--- src/rtl/clk_div_scheduler.sv ---
// Shared timebase: one prescaler plus NCH programmable tick/square-wave channels.
// Optional macro DIV_SCHED_IMMEDIATE_EN applies configs without waiting for a base tick.
module clk_div_scheduler #(
   parameter int BASE_DIV = 50000,
   parameter int NCH      = 4,
   parameter int CW       = 16
) (
   input  logic                                  clk_i,
   input  logic                                  rst_i,
   input  logic                                  cfg_valid_i,
   output logic                                  cfg_ready_o,
   input  logic [((NCH > 1) ? $clog2(NCH) : 1)-1:0] cfg_ch_i,
   input  logic [CW-1:0]                         cfg_div_i,
   output logic                                  base_tick_o,
   output logic [NCH-1:0]                        tick_o,
   output logic [NCH-1:0]                        sq_o
);

   localparam int CHW = (NCH > 1) ? $clog2(NCH) : 1;
   localparam int PW  = $clog2(BASE_DIV);

   typedef enum logic {IDLE, PEND} state_t;

   state_t               state_q, state_d;
   logic [PW-1:0]        pre_q, pre_d;
   logic                 base_tick_q, base_tick_d;
   logic [CHW-1:0]       ch_q, ch_d;
   logic [CW-1:0]        ndiv_q, ndiv_d;
   logic [NCH-1:0][CW-1:0] cnt_q, cnt_d;
   logic [NCH-1:0][CW-1:0] div_q, div_d;
   logic [NCH-1:0]       tick_q, tick_d;
   logic [NCH-1:0]       sq_q, sq_d;
   logic                 apply_ok;
   logic                 apply;

`ifdef DIV_SCHED_IMMEDIATE_EN
   assign apply_ok = 1'b1;
`else
   assign apply_ok = base_tick_q;
`endif

   assign cfg_ready_o = (state_q == IDLE);
   assign base_tick_o = base_tick_q;
   assign tick_o      = tick_q;
   assign sq_o        = sq_q;

   always_comb begin
      pre_d       = (pre_q == PW'(BASE_DIV - 1)) ? '0 : pre_q + 1'b1;
      base_tick_d = (pre_q == PW'(BASE_DIV - 1));
   end

   always_comb begin
      state_d = state_q;
      ch_d    = ch_q;
      ndiv_d  = ndiv_q;
      apply   = 1'b0;
      case (state_q)
         IDLE: begin
            if (cfg_valid_i) begin
               state_d = PEND;
               ch_d    = cfg_ch_i;
               ndiv_d  = cfg_div_i;
            end
         end
         PEND: begin
            if (apply_ok) begin
               apply   = 1'b1;
               state_d = IDLE;
            end
         end
         default: state_d = IDLE;
      endcase
   end

   // An apply to a channel overrides that channel's own advance on the same cycle.
   always_comb begin
      cnt_d  = cnt_q;
      div_d  = div_q;
      sq_d   = sq_q;
      tick_d = '0;
      for (int unsigned k = 0; k < NCH; k++) begin
         if (apply && (ch_q == CHW'(k))) begin
            div_d[k] = ndiv_q;
            cnt_d[k] = '0;
            sq_d[k]  = 1'b0;
         end else if (base_tick_q) begin
            if (div_q[k] == '0) begin
               cnt_d[k] = '0;
               sq_d[k]  = 1'b0;
            end else if (cnt_q[k] == div_q[k] - CW'(1)) begin
               cnt_d[k]  = '0;
               tick_d[k] = 1'b1;
               sq_d[k]   = ~sq_q[k];
            end else begin
               cnt_d[k] = cnt_q[k] + CW'(1);
            end
         end
      end
   end

   always_ff @(posedge clk_i or negedge rst_i) begin
      if (!rst_i) begin
         state_q     <= IDLE;
         pre_q       <= '0;
         base_tick_q <= 1'b0;
         ch_q        <= '0;
         ndiv_q      <= '0;
         cnt_q       <= '0;
         div_q       <= '0;
         tick_q      <= '0;
         sq_q        <= '0;
      end else begin
         state_q     <= state_d;
         pre_q       <= pre_d;
         base_tick_q <= base_tick_d;
         ch_q        <= ch_d;
         ndiv_q      <= ndiv_d;
         cnt_q       <= cnt_d;
         div_q       <= div_d;
         tick_q      <= tick_d;
         sq_q        <= sq_d;
      end
   end

endmodule

--- config.mk ---
export PLATFORM = sky130hd
export DESIGN_NAME = clk_div_scheduler
export DESIGN_NICKNAME = d
export VERILOG_FILES = /design/src/rtl/clk_div_scheduler.sv
export SDC_FILE = /design/constraint.sdc
export NUM_CORES = 1
export LEC_CHECK = 0
export CAP_MARGIN = 20
export CELL_PAD_IN_SITES_DETAIL_PLACEMENT = 0
export CELL_PAD_IN_SITES_GLOBAL_PLACEMENT = 2
export CORE_MARGIN = 5
export CORE_UTILIZATION = 35
export DETAILED_ROUTE_END_ITERATION = 8
export PLACE_DENSITY_LB_ADDON = 0.1
export SLEW_MARGIN = 20
export SYNTH_ARGS = -nofsm -noshare
export SYNTH_HDL_FRONTEND = slang
export SYNTH_SLANG_ARGS = --single-unit
--- constraint.sdc ---
create_clock -name clk_i -period 7 [get_ports clk_i]
set_input_delay 0.7 -clock clk_i [delete_from_list [all_inputs] [get_ports clk_i]]
set_output_delay 0.7 -clock clk_i [all_outputs]
set_load 0.02 [all_outputs]
Word-level counts from Yosys, hierarchy flattened. Index checks and enable logic that the tools add are counted. Widths: inputs -> output; s select.

Register bits: 172. Logic and storage cells: 116.

$add $sub $neg: 9. Eq/ne operators: 8. Multiplexer cells: 54. Bitwise gates (word level): 5. Reduce and logical (&&, ||, !) cells: 22.

Operators by type and width (count): $mux 16 (17); $add 16x1->16 const B (5); $eq 16x16->1 (4); $logic_not 16->1 (4); $sub 16x1->16 const B (4); $mux 1 (36); $eq 16x16->1 const B (1); $reduce_bool 3->1 (4); $reduce_and 2->1 (5); $reduce_bool 2->1 (4); $not 1->1 (5); $eq 2x2->1 const B (2); $logic_and 1x1->1 (4); $eq 2x1->1 const B (1); $logic_not 2->1 (1); $pmux 1 s2 (1).

Logic depth before layout (Yosys ltp). Gate-level depths: netlist of run 1.

Depth in word-level cells: 6. Depth in mapped cells: 12. Depth with buffers taken out: 10.

Worst setup path before layout of run 1. Ideal clock, no wire load.

Path type: register to register. From: register div_q[16] (netlist bit). To: register cnt_q[21] (netlist bit). Setup time: 121 ps. Data arrival time: 2839 ps. Path slack: 4040 ps. Stages on the path, launching flop included: 12. Buffers on the path: 1. Path through: dfrtp_1 > inv_1 > ha_1 > or4b_1 > and4bb_2 > mux2i_1 > or3b_1 > a211oi_1 > a21o_1 > and2_1 > buf_2 > nor2_1.

Longest elaborated chain between the ends: 6.

RTL lines: from (decl) (line 30) `logic [NCH-1:0][CW-1:0] div_q, div_d;`; from (signal assigned) (line 119) `div_q <= div_d;`; $sub 16x1->16 (line 90) `end else if (cnt_q[k] == div_q[k] - CW'(1)) begin`; $eq 16x16->1 (line 90); $mux 16 (line 90); $mux 16 (*) (line 87) `if (div_q[k] == '0) begin`; $mux 16 (*) (line 86) `end else if (base_tick_q) begin`; $mux 16 (*) (line 82) `if (apply && (ch_q == CHW'(k))) begin`; to (signal assigned) (line 118) `cnt_q <= cnt_d;`; to (decl) (line 29) `logic [NCH-1:0][CW-1:0] cnt_q, cnt_d;`.

Mark *: on every way between the ends. The rest lies on a longest branch, timed or not. The select of a mux whose other input is x is not followed. A chain may end at the register's enable or synchronous reset.

Final worst setup path of run 1.
From: register div_q[32] (netlist bit). To: register sq_q[2] (netlist: sq_o[2]).

Longest elaborated chain between the ends: 4.

RTL lines: $sub 16x1->16 or $logic_not 16->1 (tied branches) (line 90, 87); $eq 16x16->1 or $mux 1 (tied branches) (line 90, 87); $reduce_bool 3->1 (no line) or $mux 1 (tied branches); $reduce_and 2->1 (no line) or $mux 1 (tied branches); to (signal assigned) (line 121) `sq_q <= sq_d;`; to (decl) (line 32) `logic [NCH-1:0] sq_q, sq_d;`.

Several ways; a longest one is shown, not always the timed one. The select of a mux whose other input is x is not followed.

==> results of run 1 <==
final timing paths:
kind	from	to	slack (ns)	cells past startpoint
max in group asynchronous	rst_i	div_q[49]	5.38	3
setup reg to reg	div_q[32]	sq_o[2]	3.44	10
min in group clk_i	pre_q[0]	pre_q[0]	0.47	1
setup / recovery	div_q[32]	sq_o[2]	3.44	10
hold reg to reg	pre_q[0]	pre_q[0]	0.47	1
hold / removal	rst_i	pre_q[3]	0.36	1
power by group through the flow:
| stage | Sequential [uW] | Combinational (uW) | Clock (uW) |
|---|---|---|---|
| after floorplan | 1090 | 44.2 | 0 |
| after global placement | 1160 | 79.3 | 0 |
| after detailed placement | 1160 | 82.2 | 0 |
| after CTS | 1140 | 82.8 | 950 |
| after global routing | 1150 | 91.7 | 988 |
| final | 1140 | 81.6 | 925 |
metrics by stage:
step / power [uW] / util [%]
after floorplan: 1130 / -
after detailed placement: 1240 / 37.5
after global placement: 1240 / 37.5
final: 2140 / 39.8
after global routing: 2230 / 39.8
after CTS: 2170 / 39.6
logic make-up after synthesis:
logic type	count (synthesis)	share of synthesized area, %
AND/OR/NAND/NOR	352	19.7
flip-flops	172	45.9
XOR/XNOR	133	12.4
AO/OA/AOI/OAI	105	7.79
multiplexers	85	10.1
buffers and inverters	65	2.91
adder cells (fa/ha/maj)	9	1.20
cell usage in the layout, fill, tap and decap left out, types with 9 or more instances in the layout:
cell               n
ha_1               9
a21oi_1           12
nor4_1            23
xnor2_1           72
nand2_1           49
nor3_1            24
mux2_2            81
xor2_1            61
nand3_1           46
nor2b_1           13
o21ai_0           27
clkbuf_16         17
and3_1            18
dfrtp_1          172
inv_1             32
clkdlybuf4s50_1   29
nand4_1           22
nor2_1           100
cell type report:
type,instances,area [um2]
fillers,2589,16100
clock buffers,18,429
multi-input cells,684,4820
inverters,32,120
well taps,341,427
flip-flops and latches,172,4300
clock inverters,14,129
repair buffers,36,367
state kept, by name (all words and copies together) (netlist names):
register and cells:
base_tick_o 1, ch_q 2, cnt_q 64, div_q 64, ndiv_q 16, pre_q 16, sq_o 4, state_q 1
tick_o 4
per-layer routing:
layer | vias to the layer above | GRT usage [%]
li1 | 3303 | -
met1 | 3398 | 21.5
met2 | 73 | 24.8
met3 | 15 | 2.29
met4 | 0 | 3.76
met5 | - | 0
worst reg2reg max path, cell delays in order, from the launching register on:
cell	delay, ns
dfrtp_1	0.42
inv_1	0.08
ha_1	0.23
or4b_2	0.68
nor4_1	0.44
xnor2_1	0.19
o2111ai_1	0.12
nor4_1	0.30
nor2b_1	0.20
nor2_1	0.62
a21oi_1	0.15
==> flow_summary.yaml, run 1 <==
cts:
  root_buffer: "clkbuf_16"
  cts-root-to-sink-buffers: 2
  tritoncts: "built"
  cts.repair.resized: 0
  cts.hold.buffers_added: 0
  cts.sinks: 172
  cts_htree_levels: 4
  clkLatencyLatePin_ns: 0.43
  cts_buffers: 17
  cts_setup_buffers: 0
  clock_pin_slew_worst_setup_and_hold_paths_ns: 0.08
drt:
  route.antenna.remaining_nets: 0
  drt-vias-per-instance: 5.23
  top_signal_layer_used: "met4"
  post_route_drc_violation_count: 0
  initialDrtViolationCount: 374
  dr_total_vias: 6789
  route.met2.wl_um: 10800
  detail_route.wirelength_um: 22600
  drt_pre_antenna_iters: 4
  wl_per_cell_um: 17.4
  met1_length_um: 11100
  met3WireLength_um: 513
synthesis:
  yosysSeqAreaShare_pct: 45.9
  synth_area_mm2: 0.00938
  synth_top_cells_by_count: "dfrtp_1, nor2_1, mux2_2"
  yosysWarningCount: 0
  post_synth_cell_types: 71
  syn_nets: 951
  synth_async_sr_flop_share_pct: 100
  yosysTopAreaCell: "dfrtp_1"
  synth-edff-count: 0
  yosysMostFrequentCell: "dfrtp_1"
  netlist_instances: 921
  netlist.area_leader.share_pct: 45.9
  synth_ff_type: "dfrtp_1"
  ys_seq_elements: 172
  syn_avg_cell_area_um2: 10.2
  yosys-top-cells-area: "dfrtp_1, mux2_2, xnor2_1"
power_and_ir_drop:
  comb_power_share_pct: 3.8
  clkPwrFrac_pct: 43.1
  power_leakage_uw: 0.00478
  max-vdd-ir-drop_v: 0.000157
  p_per_area_mw_per_mm2: 202
  seqPwrFrac_pct: 53.1
  internal-power_uw: 1550
  power.share.switching_pct: 27.7
  switching_power_uw: 594
placement:
  placedCellCount: 1264
  gpl.final_weighted_congestion: 0.826
  port_buffers: 30
  post_dp_cell_area_mm2: 0.0100
  dp_hpwl_um: 16200
  preCtsSetupSlack_ns: 3.40
job:
  max_cap_viol_count: 0
sta:
  setup_tns_after_final_layout_ns: 0
  rsz_0062_raised_after_global_routing: "no"
  max_clock_skew_ns: 0.0149
  tightest_slew_ns: 1.03
  worst_slew_margin_rel_pct: 31.2
  layout_worst_path_cycle_share_pct: 50.9
  setup-violations-final: 0
  layout_min_cycle_time_ns: 3.56
  clock.fmax_mhz: 281
  worst_hold_slack_ns: 0.363
  finalHoldViolations: 0
  setup_ws_ns: 3.44
  timing_max_transition_violations_final: 0
grt:
  grt-ovfl-total: 0
  wire_length_of_the_first_global_routing_pass_um: 37100
  first_global_vias: 6728
  antenna_found_initial: 0
  grt_max_degree: 100
  grt_util_all_layers_pct: 15.3
worst_setup_path:
  cp.arrival_ns: 3.85
  most_used_cell_cp: "nor4_1"
  required_ns: 7.28
  timing.critical_path.cells: "inv_1, ha_1, or4b_2, nor4_1, xnor2_1, o2111ai_1, nor4_1, nor2b_1, nor2_1, a21oi_1"
  worstSetupStartpointType: "flip-flop"
  critical_path.slowest_cell: "or4b_2"
  slowest_delay_ns: 0.68
  critical_path.endpoint_type: "flip-flop"
  worstSetupPathType: "reg -> reg"
  worstPathBufferInverterCount: 1
  crit_path_max_fanout: 12
  path_delay_family: "simple AND/OR/NAND/NOR gates"
layout:
  areaGrowthSynthToFinish_pct: 12.9
  antenna_cells: 0
  fin_cells: 1297
  layout.nets: 973
  fin_area_mm2: 0.0106
  drive_above_1_share_pct: 14.2
floorplan:
  width_of_the_chip_um: 174
  design.portCount: 31
  core_box_area_mm2: 0.0267
  die_y_um: 174
  dieArea_mm2: 0.0302
  starting_density_pct: 35.2
  placementRows: 60
min_path:
  worst_hold_path_type: "in -> async"
status:
  outcome: "completed"
Power figures use the tool's default switching activity.
==> run 2, diff against run 1 <==
Clock period 7 ns to 2.91 ns, I/O delays scaled along.
==> flow_summary.yaml, run 2 (synthesized netlist as in run 1, its figures left out) <==
worst_setup_path:
  required_ns: 3.22
  worstSetupStartpointType: "flip-flop"
  worst_setup_endpoint: "cnt_q[48]"
  r2r_slack_ns: -0.004
  regToRegStartpoint: "div_q[50]"
  critical_path.endpoint_type: "flip-flop"
  crit_path_max_fanout: 4
  ff2ff_path_depth: 9
  regToRegEndpoint: "cnt_q[48]"
  cp.arrival_ns: 3.23
  critical_path.startpoint: "div_q[50]"
  worstSetupPathType: "reg -> reg"
drt:
  detail_route.wirelength_um: 24000
  initialDrtViolationCount: 330
  dr_total_vias: 7127
  post_route_drc_violation_count: 0
  drt-vias-per-instance: 5.23
  wl_per_cell_um: 17.6
  route.antenna.remaining_nets: 0
  drt_pre_antenna_iters: 7
layout:
  finalCoreUtilization_pct: 42.5
  reg_top3: "cnt_q (64), div_q (64)"
  layout.nets: 1040
  fin_cells: 1364
  drive_above_1_share_pct: 22.3
  mostFrequentLayoutCells: "dfrtp_1, nor2_1, mux2_2"
  areaGrowthSynthToFinish_pct: 20.7
  antenna_cells: 0
  final_common_cell: "dfrtp_1"
  fin_area_mm2: 0.0113
placement:
  placedCellCount: 1321
  dp_hpwl_um: 17500
  preCtsSetupSlack_ns: -0.260
  port_buffers: 30
  gpl.final_weighted_congestion: 0.811
  post_dp_cell_area_mm2: 0.0105
sta:
  finalHoldViolations: 0
  tightest_slew_ns: 0.749
  rsz_0062_raised_after_global_routing: "yes"
  layout_worst_path_cycle_share_pct: 100
  timing_max_transition_violations_final: 0
  worst_slew_margin_rel_pct: 50.1
  clock.fmax_mhz: 343
  worst_hold_slack_ns: 0.454
  max_clock_skew_ns: 0.0289
  setup_ws_ns: -0.00368
  layout_min_cycle_time_ns: 2.91
  setup-violations-final: 1
power_and_ir_drop:
  power_leakage_uw: 0.00519
  p_per_area_mw_per_mm2: 465
  max-vdd-ir-drop_v: 0.000335
grt:
  wire_length_of_the_first_global_routing_pass_um: 38800
  first_global_vias: 7231
  grt-ovfl-total: 0
  antenna_found_initial: 0
  grt_max_degree: 77
  grt_util_all_layers_pct: 15.9
cts:
  cts-root-to-sink-buffers: 2
  cts_buffers: 17
  tritoncts: "built"
  clock_pin_slew_worst_setup_and_hold_paths_ns: 0.07
  cts.sinks: 172
  clkLatencyLatePin_ns: 0.44
  cts_htree_levels: 4
  root_buffer: "clkbuf_16"
job:
  max_cap_viol_count: 0
floorplan:
  dieArea_mm2: 0.0302
  starting_density_pct: 35.2
  width_of_the_chip_um: 174
  die_y_um: 174
  design.portCount: 31
  placementRows: 60
  core_box_area_mm2: 0.0267
status:
  outcome: "finished with violations"
  failed_checks: "negative setup slack"
min_path:
  hp-start: "pre_q[0]"
  worst_hold_path_type: "reg -> reg"
[run 2: power breakdown]
part / internal [uW] / total [uW] / switching (uW)
registers: 2480 / 2740 / 252
logic: 115 / 198 / 83.1
clock network: 1240 / 2330 / 1090
[run 2: worst max-delay path: stages, from the launching register on]
cell      delay (ns)
dfrtp_1         0.38
or4_4           0.55
or4b_4          0.52
or3_1           0.33
xnor2_1         0.17
o211ai_1        0.16
nor4_4          0.16
buf_4           0.19
nor3_1          0.07
mux2_2          0.27
[run 2: what timing repair did]
action / CTS / global route
pin swaps: 1 / 15
setup endpoints to repair: 26 / 65
endpoints found under the hold margin: 72 / 0
gates resized for setup: 7 / 35
buffers inserted: 1 / 7
hold buffers: 1 / 0
cloned: 0 / 3
[run 2: layer usage]
layer | wire [um] | global-route usage [%]
met5 | 0 | 0
met1 | 11900 | 22.0
met4 | 211 | 3.23
met3 | 564 | 2.97
met2 | 11300 | 26.1
[run 2: how the worst min path moves through the flow]
stage                        endpoint  slack (ns)  depth (start not counted)
after floorplan           base_tick_o      -0.005                          0
after global placement      cnt_q[63]        0.37                          1
after detailed placement    cnt_q[62]        0.38                          1
after CTS                  ndiv_q[15]        0.45                          2
after global routing       ndiv_q[12]        0.46                          2
final                        pre_q[0]        0.45                          1
[run 2: stage by stage]
stage | power, uW | TNS, ns
finish | 5260 | -0.00368
global route | 5470 | -0.390
CTS | 5370 | 0
floorplan | 2720 | 0
detailed placement | 3000 | -3.35
global placement | 2990 | -0.00711
[run 2: layout make-up]
class                   count  area (um2)
clock buffers              18         439
clock inverters            14         148
fillers                  2550       15300
inverters                  32         120
multi-input cells         686        5000
flip-flops and latches    172        4310
well taps                 341         427
repair buffers            101         886
==> run 3, diff against run 2 <==
Settings changed: CORE_MARGIN 5 to 8, CORE_UTILIZATION 35 to 37.
==> flow_summary.yaml, run 3 (synthesized netlist as in run 1, its figures left out) <==
worst_setup_path:
  crit_path_max_fanout: 4
  cp.arrival_ns: 3.20
  critical_path.slowest_cell: "or4_4"
  worstSetupStartpointType: "flip-flop"
  timing.critical_path.cells: "or4_4, or4b_4, or3_4, xnor2_2, o211ai_1, nor4_4, buf_4, nor3_2, mux2_2"
  critical_path.endpoint_type: "flip-flop"
  worstSetupPathType: "reg -> reg"
  slowest_delay_ns: 0.55
  required_ns: 3.22
  r2r_slack_ns: 0.02
grt:
  grt_max_degree: 70
  antenna_found_initial: 0
  first_global_vias: 7468
  grt_util_all_layers_pct: 15.8
  grt-ovfl-total: 0
  wire_length_of_the_first_global_routing_pass_um: 39100
cts:
  tritoncts: "built"
  cts_buffers: 17
  clock_pin_slew_worst_setup_and_hold_paths_ns: 0.07
  clkLatencyLatePin_ns: 0.43
  cts_htree_levels: 4
  root_buffer: "clkbuf_16"
  cts-root-to-sink-buffers: 2
  cts.sinks: 172
floorplan:
  width_of_the_chip_um: 175
  starting_density_pct: 37.5
  die_y_um: 175
  placementRows: 58
  dieArea_mm2: 0.0307
  design.portCount: 31
  core_box_area_mm2: 0.0250
sta:
  finalHoldViolations: 0
  worst_hold_slack_ns: 0.374
  layout_min_cycle_time_ns: 2.89
  tightest_slew_ns: 0.646
  max_clock_skew_ns: 0.00846
  setup_tns_after_final_layout_ns: 0
  setup-violations-final: 0
  clock.fmax_mhz: 346
  timing_max_transition_violations_final: 0
  worst_slew_margin_rel_pct: 56.9
  rsz_0062_raised_after_global_routing: "yes"
  layout_worst_path_cycle_share_pct: 99.2
power_and_ir_drop:
  p_per_area_mw_per_mm2: 468
  power_leakage_uw: 0.00520
  p_total_uw: 5320
  max-vdd-ir-drop_v: 0.000316
drt:
  post_route_drc_violation_count: 0
  dr_total_vias: 7094
  drt_pre_antenna_iters: 5
  wl_per_cell_um: 17.5
  initialDrtViolationCount: 369
  route.antenna.remaining_nets: 0
  detail_route.wirelength_um: 23600
  drt-vias-per-instance: 5.26
layout:
  mostFrequentLayoutCells: "dfrtp_1, nor2_1, mux2_2"
  layout.nets: 1037
  drive_above_1_share_pct: 22.6
  antenna_cells: 0
  reg_top3: "cnt_q (64), div_q (64)"
  finalCoreUtilization_pct: 45.4
  areaGrowthSynthToFinish_pct: 21.0
  final_common_cell: "dfrtp_1"
placement:
  gpl.final_weighted_congestion: 0.843
  dp_hpwl_um: 17400
  port_buffers: 30
job:
  max_cap_viol_count: 0
min_path:
  worst_hold_path_type: "in -> async"
status:
  outcome: "completed"
run 3: cell count changes in the layout (fill, tap and decap cells not counted), moves of 3 or more:
cell	change
inv_6	-6
buf_4	-4
nor3_1	-4
nor3_2	+4
nor2_2	+3
nor4_1	-3
nor4_2	+3
run 3: per-layer routing:
layer  vias up  global-route usage (%)  routed length (um)
met2        91                    27.1               11600
met4         0                    3.29                 259
met5         -                       0                   0
met1      3562                    20.5               11100
met3        11                    2.96                 677
li1       3430                       -                   -
run 3: path summary, 6_finish.rpt:
kind	depth (start not counted)	start	endpoint
worst min register to register	1	sq_o[2]	sq_o[2]
max in group asynchronous	3	rst_i	ndiv_q[1]
worst max-delay path	9	div_q[50]	cnt_q[48]
min in group clk_i	2	cfg_div_i[12]	ndiv_q[12]
worst min-delay path	2	rst_i	cnt_q[34]
worst max register to register	9	div_q[50]	cnt_q[48]
run 3: report_power, final:
part | switching (uW) | internal (uW)
logic | 83.9 | 116
clock network | 1000 | 1380
registers | 244 | 2490
run 3: metrics by stage:
step	worst slack, ns	cell area (um2)	std cells
after floorplan	0.0273	9390	921
after global placement	0.0620	10500	1310
after detailed placement	-0.0576	10500	1310
after CTS	-0.0103	11100	1342
after global routing	-0.0574	11400	1349
final	0.0239	11400	1349
run 3: layout make-up:
| cell class | instances | area, um2 |
|---|---|---|
| fillers | 2400 | 13700 |
| multi-input cells | 685 | 5030 |
| flip-flops and latches | 172 | 4300 |
| repair buffers | 99 | 878 |
| clock buffers | 19 | 443 |
| well taps | 330 | 413 |
| clock inverters | 12 | 164 |
| inverters | 32 | 120 |
run 3: timing repair:
action | in CTS | in global routing
pin swaps | 1 | 16
endpoints found under the setup margin | 28 | 68
hold endpoints to repair | 46 | 0
gates cloned | 0 | 2
buffers inserted | 0 | 5
resized for setup | 2 | 50
hold buffers | 1 | 0
run 3: worst max-delay path, delay by kind of cell (launching register included):
kind                      cells  cell delay, ns
DFF                           1            0.38
buffers and inverters         1            0.18
and+or+nand+nor               5            1.62
AOI/OAI and AO/OA             1            0.14
muxes                         1            0.28
xor gates and xnor gates      1            0.17
